<file path="src/rtl/fp_mult_pipe.sv">
// Three-stage pipelined small-float multiplier with a single global stall.
// Define FP_MULT_ROUND_EN for round-to-nearest-even; otherwise discarded bits are truncated.
module fp_mult_pipe #(
  parameter  int unsigned EXP_W = 3,
  parameter  int unsigned MAN_W = 4,
  localparam int unsigned W     = 1 + EXP_W + MAN_W
) (
  input  logic         clk,
  input  logic         rst_n,
  input  logic         in_valid,
  output logic         in_ready,
  input  logic [W-1:0] a,
  input  logic [W-1:0] b,
  output logic         out_valid,
  input  logic         out_ready,
  output logic [W-1:0] out,
  output logic         ovf,
  output logic         unf
);

  localparam int unsigned EW = EXP_W + 2;
  localparam int unsigned MW = MAN_W + 1;
  localparam int unsigned PW = 2 * MW;
  localparam logic signed [EW-1:0] BIAS = EW'((1 << (EXP_W - 1)) - 1);
  localparam logic signed [EW-1:0] EMAX = EW'((1 << EXP_W) - 1);
  localparam logic signed [EW-1:0] EMIN = EW'(1);

  logic                 advance;
  logic                 s1_valid_q;
  logic [W-1:0]         s1_a_q, s1_b_q;
  logic                 s2_valid_q, s2_sign_q, s2_zero_q;
  logic signed [EW-1:0] s2_esum_q;
  logic [PW-1:0]        s2_prod_q;
  logic                 out_valid_q, ovf_q, unf_q;
  logic [W-1:0]         out_q;

  logic                 s2_sign_d, s2_zero_d;
  logic signed [EW-1:0] s2_esum_d;
  logic [PW-1:0]        s2_prod_d;
  logic [EXP_W-1:0]     ea, eb;
  logic [MW-1:0]        ma, mb;

  logic                 norm, guard, sticky, round_up, carry;
  logic [PW-1:0]        prod_sh;
  logic [MW-1:0]        man_r;
  logic signed [EW-1:0] e_fin;
  logic [W-1:0]         out_d;
  logic                 ovf_d, unf_d;

  assign advance   = !out_valid_q || out_ready;
  assign in_ready  = advance || !rst_n;
  assign out_valid = out_valid_q;
  assign out       = out_q;
  assign ovf       = ovf_q;
  assign unf       = unf_q;

  always_ff @(posedge clk) begin
    if (!rst_n) begin
      s1_valid_q <= 1'b0;
      s1_a_q     <= '0;
      s1_b_q     <= '0;
    end else if (advance) begin
      s1_valid_q <= in_valid;
      s1_a_q     <= a;
      s1_b_q     <= b;
    end
  end

  always_comb begin
    ea        = s1_a_q[W-2 -: EXP_W];
    eb        = s1_b_q[W-2 -: EXP_W];
    ma        = {1'b1, s1_a_q[MAN_W-1:0]};
    mb        = {1'b1, s1_b_q[MAN_W-1:0]};
    s2_sign_d = s1_a_q[W-1] ^ s1_b_q[W-1];
    s2_zero_d = (ea == '0) || (eb == '0);
    s2_esum_d = $signed({2'b00, ea}) + $signed({2'b00, eb}) - BIAS;
    s2_prod_d = PW'(ma) * PW'(mb);
  end

  always_ff @(posedge clk) begin
    if (!rst_n) begin
      s2_valid_q <= 1'b0;
      s2_sign_q  <= 1'b0;
      s2_zero_q  <= 1'b0;
      s2_esum_q  <= '0;
      s2_prod_q  <= '0;
    end else if (advance) begin
      s2_valid_q <= s1_valid_q;
      s2_sign_q  <= s2_sign_d;
      s2_zero_q  <= s2_zero_d;
      s2_esum_q  <= s2_esum_d;
      s2_prod_q  <= s2_prod_d;
    end
  end

  // Shift so the leading one always sits at PW-1; mantissa, guard and sticky then have fixed positions.
  always_comb begin
    norm    = s2_prod_q[PW-1];
    prod_sh = norm ? s2_prod_q : (s2_prod_q << 1);
    guard   = prod_sh[MAN_W];
    sticky  = |prod_sh[MAN_W-1:0];
`ifdef FP_MULT_ROUND_EN
    round_up = guard && (sticky || prod_sh[MAN_W+1]);
`else
    round_up = 1'b0 & (guard | sticky);
`endif
    man_r = {1'b0, prod_sh[PW-2 -: MAN_W]} + MW'(round_up);
    carry = man_r[MAN_W];
    e_fin = s2_esum_q + EW'(norm) + EW'(carry);
    ovf_d = 1'b0;
    unf_d = 1'b0;
    if (s2_zero_q) begin
      out_d = {s2_sign_q, {(W-1){1'b0}}};
    end else if (e_fin > EMAX) begin
      out_d = {s2_sign_q, {(W-1){1'b1}}};
      ovf_d = 1'b1;
    end else if (e_fin < EMIN) begin
      out_d = {s2_sign_q, {(W-1){1'b0}}};
      unf_d = 1'b1;
    end else begin
      out_d = {s2_sign_q, e_fin[EXP_W-1:0], man_r[MAN_W-1:0]};
    end
  end

  // Result data only changes when a valid result arrives; bubbles leave the last value in place.
  always_ff @(posedge clk) begin
    if (!rst_n) begin
      out_valid_q <= 1'b0;
      out_q       <= '0;
      ovf_q       <= 1'b0;
      unf_q       <= 1'b0;
    end else if (advance) begin
      out_valid_q <= s2_valid_q;
      if (s2_valid_q) begin
        out_q <= out_d;
        ovf_q <= ovf_d;
        unf_q <= unf_d;
      end
    end
  end

endmodule

</file>
<file path="config.mk">
export PLATFORM = sky130hd
export DESIGN_NAME = fp_mult_pipe
export DESIGN_NICKNAME = d
export VERILOG_FILES = /design/src/rtl/fp_mult_pipe.sv
export SDC_FILE = /design/constraint.sdc
export NUM_CORES = 1
export LEC_CHECK = 0
export CORE_MARGIN = 4
export CORE_UTILIZATION = 30
export CTS_CLUSTER_DIAMETER = 50
export CTS_CLUSTER_SIZE = 20
export DETAILED_ROUTE_END_ITERATION = 10
export PLACE_DENSITY = 0.57
export SYNTH_ARGS = -nofsm -noshare
export SYNTH_HDL_FRONTEND = slang
export SYNTH_SLANG_ARGS = --single-unit
</file>
<file path="constraint.sdc">
create_clock -name clk -period 3.4 [get_ports clk]
set_input_delay 1.02 -clock clk [delete_from_list [all_inputs] [get_ports clk]]
set_output_delay 1.02 -clock clk [all_outputs]
set_load 0.01 [all_outputs]
</file>
==> metrics.md <==
| Metric | Value |
|---|---|
| Status | `finished clean` |
| DRT Pass-1 Iters | `4` |
| Io pins | `32` |
| Post-Synth XOR/XNOR Area | `2.16%` |
| Largest net degree at the start of global routing | `35` |
| Synth Area in Compound Gates | `15.6%` |
| Yosys reg bits | `42` |
| Slew Viols, Final | `0` |
| Cell Rows | `32` |
| Crit Path Class | `flop to flop` |
| Layout cells sized above 1 | `a little over a tenth` |
| Dominant synthesized flop cell | `dfxtp_1` |
| Netlist cell types | `44` |
| Worst vdd ir | `0.164 mV` |
| Most frequent cell on the critical path | `fa_1` |
| RSZ-0062 raised after global routing | `false` |
| CTS tree | `yes` |
| Inst Count DP | `414` |
| Die Y | `98.1 um` |
| Internal Power | `880 uW` |
| Final Non-Filler Cells | `421` |
| Final Hold Viols | `0` |
| Worst-path cell chain | `and2_1, fa_1, inv_1, fa_1, fa_1, inv_1, ha_4, nand2_1, nor3_4, o21a_1, o31ai_1, and2_1` |
| Switching Share | `26.2%` |
| Seq/Total Area, Yosys | `between 30% and 40%` |
| Area of the core | `7810 um^2` |
| EDFF count, synth | `0` |
| Layout fillers | `between 800 and 900` |
| Clk sink count | `42` |
| F_max | `0.308 GHz` |
| Synth async-reset ratio | `0%` |
| First-pass GRT wire length | `8.48 mm` |
| Gate count of the mapped netlist | `284` |
| Antenna violations before repair | `0` |
| WL final | `4.90 mm` |
| Ys Warns | `0` |
| Final nets | `370` |
| Crit path time final | `3.25 ns` |
| Setup Skew | `between 0.005 and 0.006 ns` |
| Area Overhead vs Synth | `24.9%` |
| Final worst-path cycle share | `95.6%` |
| Fraction of the mapped netlist area in adder cells | `18.7%` |
| Total track usage | `about a tenth` |
| Multi-input gate area | `roughly 1500 um^2` |
| Arr. time, crit path | `~3.5 ns` |
| # DRC | `0` |
| CP max-delay cell | `fa_1` |
| Crit. End Element | `flop` |
| Clk slew on worst S/H paths | `0.08 ns` |
| Simple-gate share of the synthesized area | `21.3%` |
| Tightest Hold Check Type | `flop to flop` |
| Gate power share | `between 10% and 20%` |
| Final ANT Viol Nets | `0` |
| Syn Nets | `roughly 340` |
| DPL Wire Length | `~3.7 mm` |
| Starting Density | `a little under a third` |
| Die width | `98.1 um` |
| Skew-Pair Late Insertion Delay | `0.29 ns` |
| Slew HR | `around 64%` |
| Critical Path Max Stage Delay | `0.51 ns` |
| Combinational family with the most area after synthesis | `simple AND/OR/NAND/NOR gates` |
| Mux contribution to synthesized area | `1.85%` |
| TritonCTS Buffers | `5` |
| Tightest Pin Transition | `around 0.54 ns` |
| Post-Syn Area per Cell | `8.58 um^2` |
| Initial DRC count | `between 60 and 70` |
| Clock power frac | `34.0%` |
| Maximum fanout along the worst path | `4` |
| Post CTS Setup Buffer Count | `0` |
| Avg WL per Cell | `11.6 um` |
| Vias | `1983` |
| Flop pwr share | `between 40% and 50%` |
| Final Setup Violations | `0` |
| Switch Pwr | `~310 uW` |
| Vias in the first global route | `1965` |
| Worst Path Required | `3.60 ns` |
| Startpoint types | `flop` |
| Vias/cell | `4.71` |
| Total power divided by cell area | `392 nW/um^2` |
| CTS Buffer Depth | `2` |
| Synth Cell Area | `roughly 2400 um^2` |
| Seq. cell area | `~840 um^2` |
| Clock root buffer | `clkbuf_8` |
| LEAKAGE | `1.33 nW` |
| Maxcap violations | `0` |
| Remaining Overflow, GRT | `0` |
| Setup TNS | `0 ns` |
| Antenna fix cells | `0` |
| PortBufs | `31` |
| CTS H-tree lvls | `2` |
| Die footprint | `9630 um^2` |
| GP Congestion | `0.791` |
==> placed cells by master (no fill, tap or decap), drive strengths merged, types with 3 or more instances in the layout <==
master	synthesis	final
xnor2	4	4
clkbuf	9	6
a21oi	30	30
nand3	7	7
ha	22	22
nand4	3	3
a211oi	3	3
mux2	4	4
buf	3	9
dfxtp	42	42
inv	25	25
nand2	61	61
nor3	8	8
and2	8	8
o21ai	5	5
clkdlybuf4s50	0	31
nor2	10	10
fa	9	9
a221o	6	6
==> cells by family (layout without fill, tap and decap cells) <==
group	count (synthesis)	in the layout
multiplexers	4	4
adder cells (fa/ha/maj)	31	31
flip-flops	42	42
XOR/XNOR	6	6
AND/OR/NAND/NOR	106	106
buffers and inverters	37	72
AO/OA/AOI/OAI	58	58
==> power groups by stage <==
stage               Combinational [mW]  Sequential [mW]  Clock, mW
floorplan                        0.155            0.565          0
global placement                 0.221            0.570          0
detailed placement               0.223            0.570          0
CTS                              0.226            0.559      0.412
global route                     0.262            0.564      0.430
finish                           0.229            0.559      0.406
==> layout make-up <==
type,instances,share of cell area [%]
multi-input combinational,205,49.0
sequential,42,27.6
timing repair buffer,40,12.4
tap,102,4.20
inverter,25,3.09
clock buffer,6,2.71
clock inverter,1,0.987
==> per-layer routing <==
| layer | part of all wire, % | track usage [%] | vias to the layer above | routed length, um |
|---|---|---|---|---|
| met1 | 49 | 13.3 | 906 | 2420 |
| li1 | - | - | 1033 | - |
| met5 | 0 | 0 | - | 0 |
| met2 | 45 | 17.2 | 38 | 2200 |
| met3 | 4.7 | 2.57 | 6 | 230 |
| met4 | 1.0 | 3.19 | 0 | 51 |
==> registers in the layout, summed over array words and instances (netlist names) <==
signal,flops
s2_esum_q,5
out_valid,1
s2_sign_q,1
s1_valid_q,1
s1_b_q,8
unf,1
ovf,1
s1_a_q,8
s2_prod_q,6
s2_valid_q,1
out,8
s2_zero_q,1
==> per-stage QoR <==
| stage | power [mW] | setup slack (ns) | area, um^2 | hold WS [ns] | utilization, % |
|---|---|---|---|---|---|
| 5_1_grt | 1.26 | 0.00638 | 3040 | 0.472 | 39.0 |
| 4_1_cts | 1.20 | 0.0272 | 3010 | 0.457 | 38.5 |
| 3_3_place_gp | 0.791 | 0.0990 | 2890 | 0.442 | 37.1 |
| 2_1_floorplan | 0.720 | 0.124 | 2440 | 0.429 | - |
| 3_5_place_dp | 0.794 | 0.0322 | 2890 | 0.446 | 37.1 |
| 6_report | 1.19 | 0.149 | 3040 | 0.456 | 39.0 |
==> cells in the mapped netlist, types with 2 or more instances <==
cell,count,area share (%)
dfxtp_1,42,35
ha_1,22,11
nand3_1,6,1.2
fa_1,9,7.4
clkbuf_1,9,1.4
and2_1,8,2.1
o21a_1,2,0.62
a221o_1,6,2.5
nor3_1,7,1.4
o21ai_0,2,0.41
xor2_1,2,0.72
a211oi_1,3,0.92
nor2_1,10,1.5
inv_1,24,3.7
nand4_1,3,0.77
xnor2_1,4,1.4
a21oi_1,30,6.2
mux2_2,4,1.8
nor4b_4,2,2.0
nand2_1,60,9.2
or3_1,2,0.51
o21ai_1,2,0.41
nor2b_1,2,0.51
buf_2,2,0.41
o31ai_1,2,0.62
==> worst paths after layout <==
check                                            start                         to  slack, ns  cells past startpoint
worst max-delay path            s1_a_q[1]$_SDFFE_PN0N_  s2_prod_q[6]$_SDFFE_PN0N_       0.15                     12
worst min-delay path                  unf$_SDFFE_PN0P_           unf$_SDFFE_PN0P_       0.46                      2
worst max register to register  s1_a_q[1]$_SDFFE_PN0N_  s2_prod_q[6]$_SDFFE_PN0N_       0.15                     12
worst min register to register        unf$_SDFFE_PN0P_           unf$_SDFFE_PN0P_       0.46                      2
==> timing repair <==
item	4_1_cts	5_1_grt
endpoints found under the setup margin	0	4
gates resized for setup	0	5
hold buffers	0	0
==> critical path, delay by kind of cell (launching register included) <==
kind                     cells  cell delay (ns)
buffers and inverters        2             0.11
flip-flops                   1             0.31
AND/OR/NAND/NOR              4             0.66
adder cells (fa/ha/maj)      4             1.78
AO/OA/AOI/OAI                2             0.30
Power figures use the tool's default switching activity.
